==> src/rtl/fpu_arbitro_if.sv <==
// rtl/fpu_arbitro_if.sv - request/response channel bundle between two requesters and the FPU arbiter
interface fpu_arbitro_if;
    logic [1:0]  req_valid;
    logic [1:0]  req_ready;
    logic [63:0] req_a;
    logic [63:0] req_b;
    logic [1:0]  req_op;
    logic        rsp_valid;
    logic        rsp_ready;
    logic [31:0] rsp_data;
    logic        rsp_id;

    modport master (
        output req_valid, req_a, req_b, req_op, rsp_ready,
        input  req_ready, rsp_valid, rsp_data, rsp_id
    );

    modport slave (
        input  req_valid, req_a, req_b, req_op, rsp_ready,
        output req_ready, rsp_valid, rsp_data, rsp_id
    );
endinterface

==> src/rtl/fpu_arbitro.sv <==
// rtl/fpu_arbitro.sv - round-robin sharing of one FPU between two requesters, one op in flight
module fpu_arbitro #(
    parameter int unsigned LATENCY = 1
) (
    input  logic                clk,
    input  logic                rst,
    fpu_arbitro_if.slave        bus,
    output logic [31:0]         Float_num_A,
    output logic [31:0]         Float_num_B,
    output logic                OP_input,
    input  logic [31:0]         Resultado,
    output logic                busy
);
    localparam int unsigned W = 32;

    generate
        if (LATENCY < 1 || LATENCY > 15) begin : g_bad_latency
            $error("fpu_arbitro: LATENCY must be within 1..15");
        end
    endgenerate

    typedef enum logic [1:0] {
        IDLE = 2'd0,
        WAIT = 2'd1,
        RESP = 2'd2
    } state_t;

    state_t         state_q, state_d;
    logic [3:0]     cnt_q, cnt_d;
    logic           last_q, last_d;
    logic [W-1:0]   a_q, a_d;
    logic [W-1:0]   b_q, b_d;
    logic           op_q, op_d;
    logic [W-1:0]   data_q, data_d;
    logic           id_q, id_d;

    logic           any_vld;
    logic           gnt_id;

    // With both requesters valid the one not granted last time wins.
    assign any_vld = |bus.req_valid;
    assign gnt_id  = bus.req_valid[1] & (~bus.req_valid[0] | ~last_q);

    always_comb begin
        state_d = state_q;
        cnt_d   = cnt_q;
        last_d  = last_q;
        a_d     = a_q;
        b_d     = b_q;
        op_d    = op_q;
        data_d  = data_q;
        id_d    = id_q;
        case (state_q)
            IDLE: begin
                if (any_vld) begin
                    a_d     = gnt_id ? bus.req_a[63:32] : bus.req_a[31:0];
                    b_d     = gnt_id ? bus.req_b[63:32] : bus.req_b[31:0];
                    op_d    = bus.req_op[gnt_id];
                    id_d    = gnt_id;
                    last_d  = gnt_id;
                    cnt_d   = 4'(LATENCY - 1);
                    state_d = WAIT;
                end
            end
            WAIT: begin
                if (cnt_q == 4'd0) begin
                    data_d  = Resultado;
                    state_d = RESP;
                end else begin
                    cnt_d = cnt_q - 4'd1;
                end
            end
            RESP: begin
                if (bus.rsp_ready) begin
                    state_d = IDLE;
                end
            end
            default: state_d = IDLE;
        endcase
    end

    always_ff @(posedge clk) begin
        if (rst) begin
            state_q <= IDLE;
            cnt_q   <= 4'd0;
            last_q  <= 1'b1;
            a_q     <= '0;
            b_q     <= '0;
            op_q    <= 1'b0;
            data_q  <= '0;
            id_q    <= 1'b0;
        end else begin
            state_q <= state_d;
            cnt_q   <= cnt_d;
            last_q  <= last_d;
            a_q     <= a_d;
            b_q     <= b_d;
            op_q    <= op_d;
            data_q  <= data_d;
            id_q    <= id_d;
        end
    end

    // Ready is only offered from IDLE and is suppressed while reset is asserted.
    assign bus.req_ready = (state_q == IDLE && any_vld && !rst) ?
                           (gnt_id ? 2'b10 : 2'b01) : 2'b00;
    assign bus.rsp_valid = (state_q == RESP);
    assign bus.rsp_data  = data_q;
    assign bus.rsp_id    = id_q;
    assign Float_num_A   = a_q;
    assign Float_num_B   = b_q;
    assign OP_input      = op_q;
    assign busy          = (state_q != IDLE);
endmodule
==> src/flat_wrapper.sv <==
// flat-port wrapper written by rule: the top's interface ports become plain ports
module fpu_arbitro_flat 
#(
    parameter int unsigned LATENCY = 1
)
  (clk, rst, Float_num_A, Float_num_B, OP_input, Resultado, busy, bus_req_valid, bus_req_a, bus_req_b, bus_req_op, bus_rsp_ready, bus_req_ready, bus_rsp_valid, bus_rsp_data, bus_rsp_id);
  fpu_arbitro_if bus_i ();
  input  logic clk;
  input  logic rst;
  output logic [31:0] Float_num_A;
  output logic [31:0] Float_num_B;
  output logic OP_input;
  input  logic [31:0] Resultado;
  output logic busy;
  input wire logic [$bits(bus_i.req_valid)-1:0] bus_req_valid;
  input wire logic [$bits(bus_i.req_a)-1:0] bus_req_a;
  input wire logic [$bits(bus_i.req_b)-1:0] bus_req_b;
  input wire logic [$bits(bus_i.req_op)-1:0] bus_req_op;
  input wire logic [$bits(bus_i.rsp_ready)-1:0] bus_rsp_ready;
  output wire logic [$bits(bus_i.req_ready)-1:0] bus_req_ready;
  output wire logic [$bits(bus_i.rsp_valid)-1:0] bus_rsp_valid;
  output wire logic [$bits(bus_i.rsp_data)-1:0] bus_rsp_data;
  output wire logic [$bits(bus_i.rsp_id)-1:0] bus_rsp_id;
  assign bus_i.req_valid = bus_req_valid;
  assign bus_i.req_a = bus_req_a;
  assign bus_i.req_b = bus_req_b;
  assign bus_i.req_op = bus_req_op;
  assign bus_i.rsp_ready = bus_rsp_ready;
  assign bus_req_ready = bus_i.req_ready;
  assign bus_rsp_valid = bus_i.rsp_valid;
  assign bus_rsp_data = bus_i.rsp_data;
  assign bus_rsp_id = bus_i.rsp_id;
  fpu_arbitro #(.LATENCY(LATENCY)) u_core (.clk(clk), .rst(rst), .bus(bus_i), .Float_num_A(Float_num_A), .Float_num_B(Float_num_B), .OP_input(OP_input), .Resultado(Resultado), .busy(busy));
endmodule
==> config.mk <==
export PLATFORM = sky130hd
export DESIGN_NAME = fpu_arbitro_flat
export DESIGN_NICKNAME = d
export VERILOG_FILES = /design/src/rtl/fpu_arbitro_if.sv /design/src/rtl/fpu_arbitro.sv /design/src/flat_wrapper.sv
export SDC_FILE = /design/constraint.sdc
export NUM_CORES = 1
export LEC_CHECK = 0
export ABC_AREA = 0
export CORE_MARGIN = 2
export CORE_UTILIZATION = 38
export CTS_CLUSTER_DIAMETER = 50
export DETAILED_ROUTE_END_ITERATION = 10
export PLACE_DENSITY = 0.81
export REMOVE_ABC_BUFFERS = 1
export SLEW_MARGIN = 0
export SYNTH_ARGS = -nofsm -noshare
export SYNTH_HDL_FRONTEND = slang
export SYNTH_SLANG_ARGS = --single-unit
==> constraint.sdc <==
create_clock -name clk -period 2.4 [get_ports clk]
set_input_delay 0.6 -clock clk [delete_from_list [all_inputs] [get_ports clk]]
set_output_delay 0.6 -clock clk [all_outputs]
set_load 0.02 [all_outputs]
==> impl_metrics.env <==
export IMPL_status="finished clean"
export IMPL_cp_max_fo=3
export IMPL_grt_pass1_wl_um=22400
export IMPL_cp_start_kind="input pin"
export IMPL_synth_top_area_share_pct=46.3
export IMPL_final_nets=837
export IMPL_hold_ws_ns=0.454
export IMPL_clockRootBuffer="clkbuf_16"
export IMPL_worst_r2r_path_depth=6
export IMPL_fin_ws_ns=0.0830
export IMPL_rsz0062_at_grt="no"
export IMPL_postRouteAntennaNets=0
export IMPL_ios=269
export IMPL_drt_iter0_markers=151
export IMPL_nFillCells=884
export IMPL_start_util_pct=39.4
export IMPL_fin_setup_tns_ns=0
export IMPL_yosys_area_top_type="dfxtp_1"
export IMPL_port_buffer_count=268
export IMPL_first_pass_iters=5
export IMPL_synth_cell_type_count=34
export IMPL_drv_cap=0
export IMPL_crit_path_cell_trace="clkdlybuf4s50_1 > or3_4 > nor2_1 > buf_4"
export IMPL_end_kind="output pin"
export IMPL_cts_max_level=3
export IMPL_first_global_vias=4331
export IMPL_core_mm2=0.0115
export IMPL_setup_viol=0
export IMPL_cts_buffers=9
export IMPL_antenna_found_initial=0
export IMPL_cts_setup_buffers=0
export IMPL_cp_arrival_ns=1.72
export IMPL_reg2reg_from="u_core.cnt_q[0]"
export IMPL_hold_path_class="flop to flop"
export IMPL_skew_ns=0.00486
export IMPL_synth_area_leaders="dfxtp_1 46%, mux2i_1 14%, o2bb2ai_2 13%, o2bb2ai_1 5.0%, a21oi_1 4.0%"
export IMPL_synthCells=413
export IMPL_async_flop_share_pct=0
export IMPL_ys_seq_elements=105
export IMPL_die_area_mm2=0.0128
export IMPL_synth_edff_count=0
export IMPL_clock_sinks=105
export IMPL_ff_latch_area_mm2=0.00210
export IMPL_clock_fmax_mhz=432
export IMPL_cp_slowest_cell="clkdlybuf4s50_1"
export IMPL_crit_cells=4
export IMPL_synth_seq_area_share_pct=46.3
export IMPL_hold_viol=0
export IMPL_vdd_drop_max_uv=513
export IMPL_grt_max_degree=66
export IMPL_relSlewSlack_pct=36.4
export IMPL_crit_family="buffers and inverters"
export IMPL_insertion_delay_ns=0.34
export IMPL_globalRouteOverflowTotal=0
export IMPL_cts_max_path_buffers=2
export IMPL_period_share_pct=96.5
export IMPL_vias=4186
export IMPL_leakagePower_nw=2.79
export IMPL_r2r_slack_ns=0.44
export IMPL_yosysWarnings=0
export IMPL_wl_per_cell_um=17.7
export IMPL_cp_required_ns=1.80
export IMPL_reg2reg_to="u_core.bus.rsp_data[27]"
export IMPL_num_rows=39
export IMPL_grt_use_total_pct=22.1
export IMPL_fp_dieH_um=113
export IMPL_slew_violations=0
export IMPL_multi_input_area_mm2=0.00224
export IMPL_max_slew_worst_pin_slew_ns=0.954
export IMPL_routed_via_density=5.14
export IMPL_crit_start="rst"
export IMPL_drive_above_1_share_pct=11.9
export IMPL_p_total_w=0.00504
export IMPL_post_dp_hpwl_um=10900
export IMPL_cp_endpoint="bus_req_ready[0]"
export IMPL_place_gp_congestion=0.797
export IMPL_drt_wl_total_um=14500
export IMPL_synthToLayoutAreaGrowth_pct=69.2
export IMPL_slowest_delay_ns=0.47
export IMPL_cellPowerDensity_mw_per_mm2=656
export IMPL_ys_flop_type="dfxtp_1"
export IMPL_path_clk_slew_ns=0.06
export IMPL_die_w_um=113
export IMPL_antenna_cells=0
export IMPL_cts_tree="yes"
export IMPL_syn_area_mm2=0.00454
export IMPL_min_period_ns=2.32
export IMPL_critPathBufInv=2
export IMPL_critPathKind="input pin to output pin"
export IMPL_final_util_pct=66.7
export IMPL_drc=0
export IMPL_preCtsSetupSlack_ns=-0.440
export IMPL_synth_avg_cell_area_um2=11.0
[worst register-to-register path: cells and delay by family (launching register included)]
family | cells | cell delay, ns
AO/OA/AOI/OAI | 1 | 0.15
adder cells (fa/ha/maj) | 1 | 0.15
buffers and inverters | 2 | 0.46
flip-flops | 1 | 0.34
AND/OR/NAND/NOR | 2 | 0.79
[layer usage]
metal	share of wire, %	up-vias	track usage, %
li1	-	2046	-
met1	38	1943	24.1
met2	51	184	39.6
met3	9.6	13	8.09
met4	1.4	0	7.07
met5	0	-	0
[power by group]
| group | total [W] | internal (W) | switching [W] |
|---|---|---|---|
| Combinational | 0.00145 | 0.000765 | 0.000689 |
| Clock | 0.00154 | 0.000936 | 0.000607 |
| Sequential | 0.00204 | 0.00193 | 0.000114 |
| Total | 0.00504 | 0.00363 | 0.00141 |
[what timing repair did]
action                                  CTS  global route
resized for setup                        10             2
hold buffers                              0             0
endpoints found under the setup margin    2             1
hold endpoints to repair                  0             0
gates cloned                              0             0
[final cells by class]
class	count	area share, %
Multi-Input combinational cell	264	29.1
Sequential cell	105	27.4
Clock buffer	12	3.21
Clock inverter	3	0.847
Tap cell	143	2.33
Timing Repair Buffer	284	36.9
Inverter	4	0.195
[sequential cells by signal (all words and copies together), names as in the netlist]
name	cells
u_core.state_q	2
u_core.Float_num_B	32
u_core.last_q	1
u_core.cnt_q	4
u_core.bus.rsp_id	1
u_core.OP_input	1
u_core.Float_num_A	32
u_core.bus.rsp_data	32
[how the worst min path moves through the flow]
| stage | start | to | slack [ns] | cells after the start |
|---|---|---|---|---|
| floorplan | u_core.cnt_q[1] | u_core.cnt_q[1] | 0.46 | 2 |
| global placement | u_core.bus.rsp_id | u_core.bus.rsp_id | 0.44 | 1 |
| finish | u_core.bus.rsp_id | u_core.bus.rsp_id | 0.45 | 1 |
| detailed placement | u_core.bus.rsp_id | u_core.bus.rsp_id | 0.44 | 1 |
| CTS | u_core.bus.rsp_id | u_core.bus.rsp_id | 0.46 | 1 |
| global route | u_core.Float_num_A[30] | u_core.Float_num_A[30] | 0.48 | 1 |
[metrics by stage]
step | cells | instance area [um2]
floorplan | 373 | 4320
global placement | 800 | 7370
detailed placement | 800 | 7370
CTS | 815 | 7680
global route | 815 | 7680
finish | 815 | 7680
[synthesized netlist by cell type (2+ instances only)]
master,n
or4_1,2
dfxtp_1,105
ha_1,2
buf_1,3
buf_4,4
o2bb2ai_1,26
a21o_1,2
buf_2,11
mux2i_1,65
nor2_1,3
or3_1,2
nand2_1,3
o2bb2ai_2,39
inv_1,3
a21oi_1,36
buf_6,5
nor3b_1,3
nor2b_1,3
nand3_1,32
o21ai_0,34
clkbuf_1,17
[kinds of logic after synthesis]
logic type,after synthesis,share of synthesized area (%)
multiplexers,65,14.3
AND/OR/NAND/NOR,54,6.64
adder cells (fa/ha/maj),2,0.551
AO/OA/AOI/OAI,143,27.1
flip-flops,105,46.3
buffers and inverters,44,5.10
[cell usage in the layout, fill, tap and decap left out, types with 2 or more instances in the layout]
cell type	count
nor3b_2	2
buf_4	14
o2bb2ai_2	39
or3_1	2
nor2b_1	2
clkbuf_16	9
nand3_1	32
clkdlybuf4s50_1	265
o21ai_0	34
a21oi_1	36
nor2_1	3
or4_1	2
ha_1	2
buf_12	3
mux2i_1	65
o2bb2ai_1	26
nand2_1	3
clkbuf_1	2
bufinv_16	2
dfxtp_1	105
a21o_1	2
inv_1	3
No activity file was read; power rests on OpenSTA's default activity.
